$ cat config.mk
export PLATFORM = sky130hd
export DESIGN_NAME = regfile_access_sequencer
export DESIGN_NICKNAME = d
export VERILOG_FILES = /design/src/rtl/regfile_access_sequencer.sv
export SDC_FILE = /design/constraint.sdc
export NUM_CORES = 1
export LEC_CHECK = 0
export BUFFER_PORTS_ARGS = -buffer_cell sky130_fd_sc_hd__buf_2
export CAP_MARGIN = 10
export CORE_MARGIN = 2
export CORE_UTILIZATION = 39
export DETAILED_ROUTE_END_ITERATION = 8
export HOLD_SLACK_MARGIN = 0.1
export PLACE_DENSITY_LB_ADDON = 0.05
export SYNTH_ARGS = -nofsm -noshare
export SYNTH_HDL_FRONTEND = slang
export SYNTH_SLANG_ARGS = --single-unit
$ cat constraint.sdc
create_clock -name clk -period 3.7 [get_ports clk]
set_input_delay 0.37 -clock clk [delete_from_list [all_inputs] [get_ports clk]]
set_output_delay 0.37 -clock clk [all_outputs]
set_load 0.02 [all_outputs]
$ cat src/rtl/regfile_access_sequencer.sv
// Register-file access sequencer: accepts an RV32 instruction, reads rs1 and
// rs2 through a single-port register memory, and presents both operands plus
// the rd address. Writebacks always own the memory port and are forwarded
// into operands whose read has already been issued.
module regfile_access_sequencer #(
   parameter int WORD_WIDTH = 32,
   parameter int ADDR_WIDTH = 7
) (
   input  logic                  clk,
   input  logic                  rst,
   input  logic [WORD_WIDTH-1:0] instruction,
   input  logic                  instr_valid,
   output logic                  instr_ready,
   input  logic                  wb_valid,
   output logic                  wb_ready,
   input  logic [ADDR_WIDTH-1:0] wb_addr,
   input  logic [WORD_WIDTH-1:0] wb_data,
   output logic [ADDR_WIDTH-1:0] mem_addr,
   output logic                  mem_re,
   output logic                  mem_we,
   output logic [WORD_WIDTH-1:0] mem_wdata,
   input  logic [WORD_WIDTH-1:0] mem_rdata,
   output logic                  op_valid,
   input  logic                  op_ready,
   output logic [WORD_WIDTH-1:0] op_rs1_data,
   output logic [WORD_WIDTH-1:0] op_rs2_data,
   output logic [ADDR_WIDTH-1:0] op_rd_addr
);

   typedef enum logic [2:0] {IDLE, READ1, READ2, WAIT, OUT} state_t;
   typedef enum logic [1:0] {TAG_NONE, TAG_RS1, TAG_RS2} tag_t;

   state_t                state_q, state_d;
   tag_t                  tag_q, tag_d;
   logic [ADDR_WIDTH-1:0] rs1_addr_q, rs1_addr_d;
   logic [ADDR_WIDTH-1:0] rs2_addr_q, rs2_addr_d;
   logic [ADDR_WIDTH-1:0] rd_addr_q, rd_addr_d;
   logic [WORD_WIDTH-1:0] rs1_data_q, rs1_data_d;
   logic [WORD_WIDTH-1:0] rs2_data_q, rs2_data_d;
   logic                  issue_rs1;
   logic                  issue_rs2;
   logic                  wb_write;
   logic                  unused_instr_bits;

   assign wb_ready          = 1'b1;
   assign wb_write          = wb_valid && (wb_addr != '0);
   assign op_rs1_data       = rs1_data_q;
   assign op_rs2_data       = rs2_data_q;
   assign op_rd_addr        = rd_addr_q;
   assign unused_instr_bits = ^{instruction[WORD_WIDTH-1:25], instruction[14:12], instruction[6:0]};

   // State, tag and operand registers; reset discards any in-flight instruction
   always_ff @(posedge clk or posedge rst) begin
      if (rst) begin
         state_q    <= IDLE;
         tag_q      <= TAG_NONE;
         rs1_addr_q <= '0;
         rs2_addr_q <= '0;
         rd_addr_q  <= '0;
         rs1_data_q <= '0;
         rs2_data_q <= '0;
      end else begin
         state_q    <= state_d;
         tag_q      <= tag_d;
         rs1_addr_q <= rs1_addr_d;
         rs2_addr_q <= rs2_addr_d;
         rd_addr_q  <= rd_addr_d;
         rs1_data_q <= rs1_data_d;
         rs2_data_q <= rs2_data_d;
      end
   end

   // Next-state, handshake outputs and read-issue decisions
   always_comb begin
      state_d     = state_q;
      rs1_addr_d  = rs1_addr_q;
      rs2_addr_d  = rs2_addr_q;
      rd_addr_d   = rd_addr_q;
      instr_ready = 1'b0;
      op_valid    = 1'b0;
      issue_rs1   = 1'b0;
      issue_rs2   = 1'b0;
      case (state_q)
         IDLE: begin
            instr_ready = !wb_valid && !rst;
            if (instr_valid && instr_ready) begin
               rs1_addr_d = ADDR_WIDTH'({instruction[19:15], 2'b00});
               rs2_addr_d = ADDR_WIDTH'({instruction[24:20], 2'b00});
               rd_addr_d  = ADDR_WIDTH'({instruction[11:7], 2'b00});
               state_d    = READ1;
            end
         end
         READ1: begin
            if (!wb_valid) begin
               issue_rs1 = 1'b1;
               state_d   = READ2;
            end
         end
         READ2: begin
            if (!wb_valid) begin
               issue_rs2 = 1'b1;
               state_d   = WAIT;
            end
         end
         WAIT: state_d = OUT;
         OUT: begin
            op_valid = 1'b1;
            if (op_ready) state_d = IDLE;
         end
         default: state_d = IDLE;
      endcase
   end

   // Memory port: writeback has priority, reads only in free cycles, all quiet in reset
   always_comb begin
      mem_re    = 1'b0;
      mem_we    = 1'b0;
      mem_addr  = '0;
      mem_wdata = '0;
      if (!rst) begin
         if (wb_valid) begin
            mem_we    = wb_write;
            mem_addr  = wb_addr;
            mem_wdata = wb_data;
         end else if (issue_rs1) begin
            mem_re   = 1'b1;
            mem_addr = rs1_addr_q;
         end else if (issue_rs2) begin
            mem_re   = 1'b1;
            mem_addr = rs2_addr_q;
         end
      end
   end

   // Read tag plus operand capture; a forwarded writeback overrides a same-cycle capture
   always_comb begin
      tag_d      = issue_rs1 ? TAG_RS1 : (issue_rs2 ? TAG_RS2 : TAG_NONE);
      rs1_data_d = rs1_data_q;
      rs2_data_d = rs2_data_q;
      if (tag_q == TAG_RS1) rs1_data_d = (rs1_addr_q == '0) ? '0 : mem_rdata;
      if (tag_q == TAG_RS2) rs2_data_d = (rs2_addr_q == '0) ? '0 : mem_rdata;
      if (wb_write && (wb_addr == rs1_addr_q) && (state_q inside {READ2, WAIT, OUT}))
         rs1_data_d = wb_data;
      if (wb_write && (wb_addr == rs2_addr_q) && (state_q inside {WAIT, OUT}))
         rs2_data_d = wb_data;
   end

endmodule
==> results_dict.tcl, run 1 <==
set metrics [dict create \
    setup.worst_path.class "input pin to register" \
    placedCellCount 724 \
    pwr-share-clk_pct 21.1 \
    avgSynthCellArea_um2 11.1 \
    rsz0062_at_grt "no" \
    fin_cells 740 \
    ys_types 32 \
    fin_skew_ns 0.00452 \
    h-tree-depth 3 \
    hold_slack_ns 0.207 \
    slew-limit-headroom_pct 39.6 \
    yosys.area.top_type "dfrtp_1" \
    path_max_fanout 24 \
    fin_nets 700 \
    ys.flop_type "dfrtp_1" \
    crit_required_ns 3.90 \
    period_minus_slack_ns 2.34 \
    hold_buffers 0 \
    cp_top_family "simple AND/OR/NAND/NOR gates" \
    synth_top_area_share_pct 46.5 \
    max_freq_mhz 428 \
    syn_area_mm2 0.00452 \
    fin_area_mm2 0.00597 \
    cts_root_buffer "clkbuf_16" \
    slew_violations 0 \
    syn_inst 406 \
    cp_cell_sequence "buf_2 > or4_4 > o211ai_4 > or3_1 > buf_4 > a21oi_1" \
    wl_per_cell_um 18.8 \
    critPathMaxStageDelay_ns 0.57 \
    synth_edf_count 0 \
    hold_start "op_ready" \
    hold_end "state_q[2]" \
    irDropWorstVdd_v 0.000311 \
    antenna_found_initial 1 \
    met2_usage_pct 34.0 \
    swShare_pct 38.4 \
    areaGrowthSynthToFinish_pct 32.0 \
    grt_max_degree 52 \
    ys_warn_count 0 \
    final-seq-area_mm2 0.00210 \
    die_w_um 112 \
    cts_tree "done" \
    ff2ff_setup_slack_ns 1.52 \
    finalSetupViolCount 0 \
    ff2ff_path_depth 7 \
    netSwitchingPower_mw 1.83 \
    use_met3_pct 5.72 \
    critPathBufInv 2 \
    drive_gt1_share_pct 45.9 \
    seqPwrFrac_pct 33.4 \
    start_util_pct 39.7 \
    reg2reg_from "state_q[0]" \
    synth-seq-cells 84 \
    cts_buffers 9 \
    cts.sinks 84 \
    fillerInstances 1065 \
    drt-total-wl_um 13900 \
    comb_power_share_pct 45.5 \
    pwr_density_cell_mw_per_mm2 797 \
    die-height_um 112 \
    finalHoldViolCount 0 \
    gp_congestion 0.830 \
    status "finished clean" \
    post_cts.repair.setup_buffers 0 \
    ys_seq_area_share_pct 46.5 \
    setup-tns-final_ns 0 \
    yosysMostFrequentCell "dfrtp_1" \
    ys_top_cells_by_count "dfrtp_1, a21oi_1, a22o_1, a22oi_1, and2_1" \
    rows 39 \
    cp-end-kind "register" \
    port_buffers 202 \
    drtAntennaViolNets 0 \
    r2r_end "op_rs2_data[30]" \
    internal_power_mw 2.93 \
    vias 4072 \
    place_area_mm2 0.00563 \
    drt_iter0_drc 229 \
    fin_util_pct 52.5 \
    start_kind "input pin" \
    cts_resized 0 \
    grt.overflow.total 0 \
    busiest_layer "met2" \
    hold_path_class "input pin to register" \
    dr.pass1.iters 4 \
    dpl.hpwl_um 9200 \
    n_antenna_cell 0 \
    grt_pass1_wl_um 21900 \
    grt_pass1_vias 4071 \
    cts_max_path_buffers 2 \
    avgViaCountPerCell 5.50 \
    worst_pin_slew_ns 0.906 \
    crit_arrival_ns 2.54 \
    slowest_stage "or4_4" \
    die_area_mm2 0.0125 \
    maxCapViolCount 0 \
    p_leak_nw 2.96 \
    clock_latency_ns 0.33 \
    multi_input_area_mm2 0.00223 \
    synth_area_leaders "dfrtp_1, mux2_4, a22o_1, a22oi_1, and2_1" \
    core_mm2 0.0114 \
    grtUsageMet1_pct 30.5 \
    fin_crit_sh_pct 63.1 \
    ios 223 \
    grtUsageTotal_pct 22.2 \
    async_reset_ff_share_pct 100 \
    route.detailed.drc 0 \
    clkSlewWorstSetupHoldPaths_ns 0.06 \
    min_path_cells 2 \
]
## cells in the final DEF, fill, tap and decap left out, drive strengths merged
cell type  Yosys  final
o21a           2      2
a22oi         37     37
inv            3      2
nand2b         2      2
o211ai         2      2
bufinv         0      2
nor4          33     33
or3            2      2
a22o          37     37
dfrtp         84     84
buf           15    215
xnor2         10     10
clkinv         0      3
mux2          47     47
or4            1      1
nand2          4      4
nor3           3      3
nand3          3      3
nor2b          4      4
clkbuf        26     12
conb           2      3
a21oi         37     37
nor2          13     13
o21ai          2      2
and2          37     37
## through the flow
| step | setup WS [ns] | total power [mW] |
|---|---|---|
| 2_1_floorplan | 0.973 | 3.04 |
| 3_3_place_gp | 1.03 | 3.73 |
| 4_1_cts | 1.38 | 4.80 |
| 3_5_place_dp | 1.01 | 3.77 |
| 6_report | 1.36 | 4.75 |
| 5_1_grt | 1.21 | 5.02 |
## power by group through the flow
stage,registers (mW),logic [mW],clock network [mW]
CTS,1.58,2.18,1.03
global placement,1.59,2.14,0
finish,1.59,2.16,1.00
global route,1.64,2.33,1.06
floorplan,1.96,1.08,0
detailed placement,1.59,2.17,0
## flip-flops by register name, indices dropped and copies added (netlist names)
name	flops
op_rs1_data	32
rs1_addr_q	5
op_rd_addr	5
rs2_addr_q	5
state_q	3
tag_q	2
op_rs2_data	32
## final cells by class
cell class / instances / share of cell area [%]
clock buffer: 12 / 4.47
clock inverter: 4 / 1.17
inverter: 3 / 0.210
multi-input combinational: 279 / 37.3
sequential: 84 / 35.2
tap: 143 / 3.00
timing repair buffer: 215 / 18.6
## logic make-up (layout without fill, tap and decap cells)
group | after synthesis | after routing | share of synthesized area [%]
flip-flops | 84 | 84 | 46.5
AND/OR/NAND/NOR | 102 | 102 | 13.5
buffers and inverters | 44 | 234 | 5.04
other | 2 | 3 | 0.166
AO/OA/AOI/OAI | 117 | 117 | 18.6
multiplexers | 47 | 47 | 14.2
XOR/XNOR | 10 | 10 | 1.94
## worst max-delay path by stage
stage	from	end	slack, ns	cells past startpoint
final	wb_addr[3]	op_rs1_data[9]	1.36	6
after CTS	state_q[0]	mem_addr[5]	1.38	5
after global routing	state_q[0]	mem_addr[6]	1.21	5
after floorplan	rst	op_rd_addr[2]	0.97	2
after detailed placement	wb_addr[3]	op_rs1_data[28]	1.01	6
after global placement	wb_addr[3]	op_rs1_data[28]	1.03	6
## routing by layer
metal / wire length [um] / up-vias
met5: 16 / -
met3: 1130 / 16
li1: - / 1875
met4: 204 / 2
met1: 6120 / 1978
met2: 6430 / 201
Power figures use the tool's default switching activity.
==> inputs of run 2 (changes only) <==
Clock period 3.7 ns to 2.1 ns, I/O delays scaled along.
==> results_dict.tcl, run 2 (synthesis results as in run 1) <==
set metrics [dict create \
    cts.sinks 84 \
    drive_gt1_share_pct 44.6 \
    irDropWorstVdd_v 0.000665 \
    worst_pin_slew_ns 1.05 \
    layout_common_cells "buf_2, dfrtp_1, a22o_1, a22oi_1, and2_1" \
    grt.overflow.total 0 \
    areaGrowthSynthToFinish_pct 36.6 \
    mostFrequentLayoutCell "buf_2" \
    finalHoldViolCount 0 \
    multi_input_area_mm2 0.00223 \
    seqPwrFrac_pct 34.0 \
    finalSetupViolCount 0 \
    core_mm2 0.0114 \
    cp_top_family "simple AND/OR/NAND/NOR gates" \
    drt-total-wl_um 13800 \
    antenna_found_initial 1 \
    fin_area_mm2 0.00617 \
    cp-end-kind "register" \
    die-height_um 112 \
    status "finished clean" \
    fin_skew_ns 0.00352 \
    maxCapViolCount 0 \
    dpl.hpwl_um 9120 \
    reg2reg_from "state_q[0]" \
    place_area_mm2 0.00570 \
    start_kind "register" \
    n_antenna_cell 0 \
    internal_power_mw 5.05 \
    slowest_stage "dfrtp_1" \
    avgViaCountPerCell 5.43 \
    wl_per_cell_um 18.2 \
    hold_path_class "input pin to register" \
    netSwitchingPower_mw 3.23 \
    critPathBufInv 2 \
    vias 4124 \
    crit_arrival_ns 2.19 \
    path_max_fanout 32 \
    pwr-share-clk_pct 19.7 \
    period_minus_slack_ns 1.98 \
    pwr_density_cell_mw_per_mm2 1340 \
    cts_tree "done" \
    max_freq_mhz 505 \
    clock_latency_ns 0.34 \
    dr.pass1.iters 5 \
    fin_crit_sh_pct 94.2 \
    setup-tns-final_ns 0 \
    slew-limit-headroom_pct 29.7 \
    grt_max_degree 35 \
    fillerInstances 1060 \
    rsz0062_at_grt "no" \
    clkSlewWorstSetupHoldPaths_ns 0.06 \
    slew_violations 0 \
    setup.worst_path.class "register to register" \
    p_leak_nw 3.03 \
    rows 39 \
    crit_start "state_q[0]" \
    swShare_pct 39.1 \
    ios 223 \
    port_buffers 202 \
    route.detailed.drc 0 \
    cts_max_path_buffers 2 \
    hold_start "wb_data[15]" \
    critPathMaxStageDelay_ns 0.43 \
    grtUsageTotal_pct 22.3 \
    gp_congestion 0.829 \
    fin_nets 719 \
    h-tree-depth 3 \
    die_w_um 112 \
    drtAntennaViolNets 0 \
    cts_root_buffer "clkbuf_16" \
    die_area_mm2 0.0125 \
    drt_iter0_drc 148 \
    final-seq-area_mm2 0.00210 \
    crit_required_ns 2.31 \
    start_util_pct 39.7 \
    grt_pass1_wl_um 22200 \
    comb_power_share_pct 46.4 \
    grt_pass1_vias 4181 \
    cp_cell_sequence "nor2_1 > nand2_1 > inv_2 > a21oi_1 > nor4_4 > buf_12 > mux2_1" \
    cts_buffers 9 \
]
## run 2: cell count changes in the layout (fill, tap and decap cells not counted)
cell,change
bufinv_16,-1
clkinv_2,-1
clkbuf_8,-1
dlygate4sd3_1,+17
buf_12,+4
clkbuf_1,+1
buf_4,-2
clkinvlp_4,+2
## run 2: power by group through the flow
stage / Sequential, mW / Clock (mW) / Combinational [mW]
floorplan: 3.46 / 0 / 1.91
global placement: 2.82 / 0 / 3.79
detailed placement: 2.82 / 0 / 3.84
CTS: 2.81 / 1.67 / 3.89
global route: 2.89 / 1.71 / 4.14
finish: 2.81 / 1.63 / 3.84
## run 2: metal layers
layer  global-route usage [%]  up-vias  part of all wire [%]
li1                         -     1917                     -
met1                     29.9     2005                    43
met2                     36.7      184                    49
met3                     4.41       16                   6.9
met4                     7.08        2                   1.5
met5                        0        -                  0.11
## run 2: repair_timing
action | CTS | global route
endpoints found under the setup margin | 0 | 0
setup buffers | 0 | 0
hold endpoints to repair | 40 | 0
hold buffers | 17 | 0
gates resized for setup | 0 | 0
## run 2: layout make-up
cell class,count,area share [%]
well taps,143,2.90
multi-input cells,279,36.1
repair buffers,234,21.8
clock buffers,12,4.16
clock inverters,4,0.770
flip-flops and latches,84,34.1
inverters,3,0.243
## run 2: final timing paths
path	to	slack (ns)	cells after the start
setup / recovery	op_rs2_data[29]	0.12	7
hold / removal	op_rs2_data[15]	0.13	2
setup reg to reg	op_rs2_data[29]	0.12	7
hold reg to reg	op_rd_addr[6]	0.48	1
max in group asynchronous	op_rs1_data[4]	0.91	4
min in group asynchronous	rs2_addr_q[6]	0.61	3
## run 2: worst register-to-register path: stages (launching register included)
cell	delay, ns
dfrtp_1	0.43
nor2_1	0.19
nand2_1	0.11
inv_2	0.09
a21oi_1	0.06
nor4_4	0.28
buf_12	0.28
mux2_1	0.42
## run 2: stage by stage
| step | instances | utilization, % | setup slack, ns | hold WS, ns | power, mW |
|---|---|---|---|---|---|
| 2_1_floorplan | 407 | - | 0.241 | 0.302 | 5.36 |
| 3_3_place_gp | 726 | 50.1 | 0.174 | 0.397 | 6.60 |
| 3_5_place_dp | 726 | 50.1 | 0.171 | 0.402 | 6.67 |
| 4_1_cts | 759 | 54.3 | 0.124 | 0.118 | 8.36 |
| 5_1_grt | 759 | 54.3 | 0.00632 | 0.132 | 8.74 |
| 6_report | 759 | 54.3 | 0.121 | 0.127 | 8.28 |
==> inputs of run 3 (changes only) <==
Settings changed: ABC_AREA from default to 1.
==> results_dict.tcl, run 3 <==
set metrics [dict create \
    layout_common_cells "nand2_1, buf_2, nand3_1" \
    n_antenna_cell 0 \
    fin_util_pct 51.8 \
    pwr_density_cell_mw_per_mm2 1220 \
    start_kind "register" \
    core_mm2 0.0126 \
    fin_cells 1122 \
    syn_area_mm2 0.00503 \
    ys_types 30 \
    dr.pass1.iters 5 \
    cts_root_buffer "clkbuf_16" \
    maxCapViolCount 0 \
    p_leak_nw 4.01 \
    cts_max_path_buffers 2 \
    dpl.hpwl_um 11300 \
    fillerInstances 1325 \
    slew_violations 0 \
    grt_pass1_vias 5216 \
    drive_gt1_share_pct 27.1 \
    worst_pin_slew_ns 1.17 \
    synth_edf_count 0 \
    grt.overflow.total 0 \
    min_path_cells 3 \
    avgSynthCellArea_um2 6.68 \
    rows 41 \
    yosys.area.top_type "dfrtp_1" \
    clock_latency_ns 0.34 \
    syn_inst 754 \
    mostFrequentLayoutCell "nand2_1" \
    grt_pass1_wl_um 26000 \
    post_cts.repair.setup_buffers 0 \
    port_buffers 202 \
    vias 5530 \
    status "finished clean" \
    path_max_fanout 5 \
    drt_iter0_drc 287 \
    slew-limit-headroom_pct 21.8 \
    die_area_mm2 0.0138 \
    cts_tree "done" \
    cp-end-kind "primary output" \
    ys_warn_count 0 \
    finalSetupViolCount 0 \
    route.detailed.drc 0 \
    fin_crit_sh_pct 95.0 \
    rsz0062_at_grt "no" \
    start_util_pct 39.9 \
    cts.sinks 84 \
    wl_per_cell_um 14.4 \
    ff2ff_path_depth 9 \
    grtUsageTotal_pct 23.1 \
    antenna_found_initial 0 \
    h-tree-depth 3 \
    clkSlewWorstSetupHoldPaths_ns 0.06 \
    irDropWorstVdd_v 0.000553 \
    finalPower_mw 7.96 \
    die_w_um 118 \
    grt_max_degree 65 \
    async_reset_ff_share_pct 100 \
    ys_seq_area_share_pct 41.8 \
    worst_slack_ns 0.105 \
    finalHoldViolCount 0 \
    ys.flop_type "dfrtp_1" \
    gp_congestion 0.867 \
    ys_top_cells_by_count "nand2_1, nand3_1, dfrtp_1" \
    crit_required_ns 1.89 \
    dp_slack_ns 0.331 \
    synth_top_area_share_pct 41.8 \
    drtAntennaViolNets 0 \
    setup-tns-final_ns 0 \
    ios 223 \
    die-height_um 118 \
    fin_nets 1055 \
    period_minus_slack_ns 2.00 \
    avgViaCountPerCell 4.93 \
    setup.worst_path.class "register to primary output" \
    hold_path_class "input pin to register" \
    crit_arrival_ns 1.79 \
    cts_buffers 9 \
    placedCellCount 1102 \
    drt-total-wl_um 16100 \
    yosysMostFrequentCell "nand2_1" \
    max_freq_mhz 501 \
    synth-seq-cells 84 \
    fin_skew_ns 0.00623 \
    synth_area_leaders "dfrtp_1, nand2_1, nand3_1, nor2_1, inv_1" \
    areaGrowthSynthToFinish_pct 29.8 \
]
==> run 3: final timing paths <==
kind | from | to | slack [ns]
hold reg to reg | op_rd_addr[2] | op_rd_addr[2] | 0.49
max in group asynchronous | rst | op_rs1_data[29] | 0.82
hold / removal | instruction[23] | rs2_addr_q[5] | 0.12
setup reg to reg | state_q[0] | op_rs1_data[15] | 0.32
setup / recovery | state_q[0] | mem_addr[2] | 0.10
min in group asynchronous | rst | rs1_addr_q[4] | 0.48
==> run 3: repair_timing <==
| action | in CTS | in global routing |
|---|---|---|
| hold endpoints to repair | 25 | 0 |
| endpoints found under the setup margin | 5 | 5 |
| hold buffers | 6 | 0 |
| gates resized for setup | 1 | 1 |
==> run 3: power by group <==
part | switching, mW | internal [mW]
logic | 2.42 | 1.22
clock network | 0.628 | 0.886
registers | 0.443 | 2.36
==> run 3: cell families (layout without fill, tap and decap cells) <==
| family | Yosys count | count (layout) | synth area share, % |
|---|---|---|---|
| AOI/OAI and AO/OA | 25 | 25 | 2.98 |
| xor gates and xnor gates | 1 | 1 | 0.174 |
| buffers and inverters | 112 | 307 | 10.1 |
| DFF | 84 | 84 | 41.8 |
| muxes | 5 | 5 | 1.12 |
| other | 2 | 3 | 0.149 |
| and+or+nand+nor | 525 | 525 | 43.7 |
==> run 3: critical path: stages (launching register included) <==
cell and delay [ns]:
dfrtp_1 0.43, nor2_2 0.14, nand2_1 0.13, inv_2 0.08
nand2_1 0.15, o221ai_1 0.22, nand2_1 0.08, inv_1 0.05
buf_2 0.16
==> run 3: per-stage QoR <==
stage / instance area, um^2 / hold WS (ns)
floorplan: 5040 / 0.175
global placement: 6190 / 0.299
detailed placement: 6190 / 0.307
CTS: 6530 / 0.108
global route: 6530 / 0.120
finish: 6530 / 0.116
==> run 3: layout make-up <==
type | count | area (um^2) | area share (%)
clock buffers | 13 | 270 | 4.14
clock inverters | 1 | 7.51 | 0.115
inverters | 67 | 258 | 3.95
multi-input cells | 559 | 2440 | 37.3
flip-flops and latches | 84 | 2100 | 32.2
well taps | 172 | 215 | 3.29
repair buffers | 226 | 1240 | 19.0
==> run 3: per-layer routing <==
metal  global-route usage [%]  up-vias  part of all wire (%)
met1                     29.0     2579                    43
met5                        0        -                     0
met3                     4.65       23                   6.0
met2                     39.4      198                    49
met4                     8.66        0                   2.1
li1                         -     2730                     -
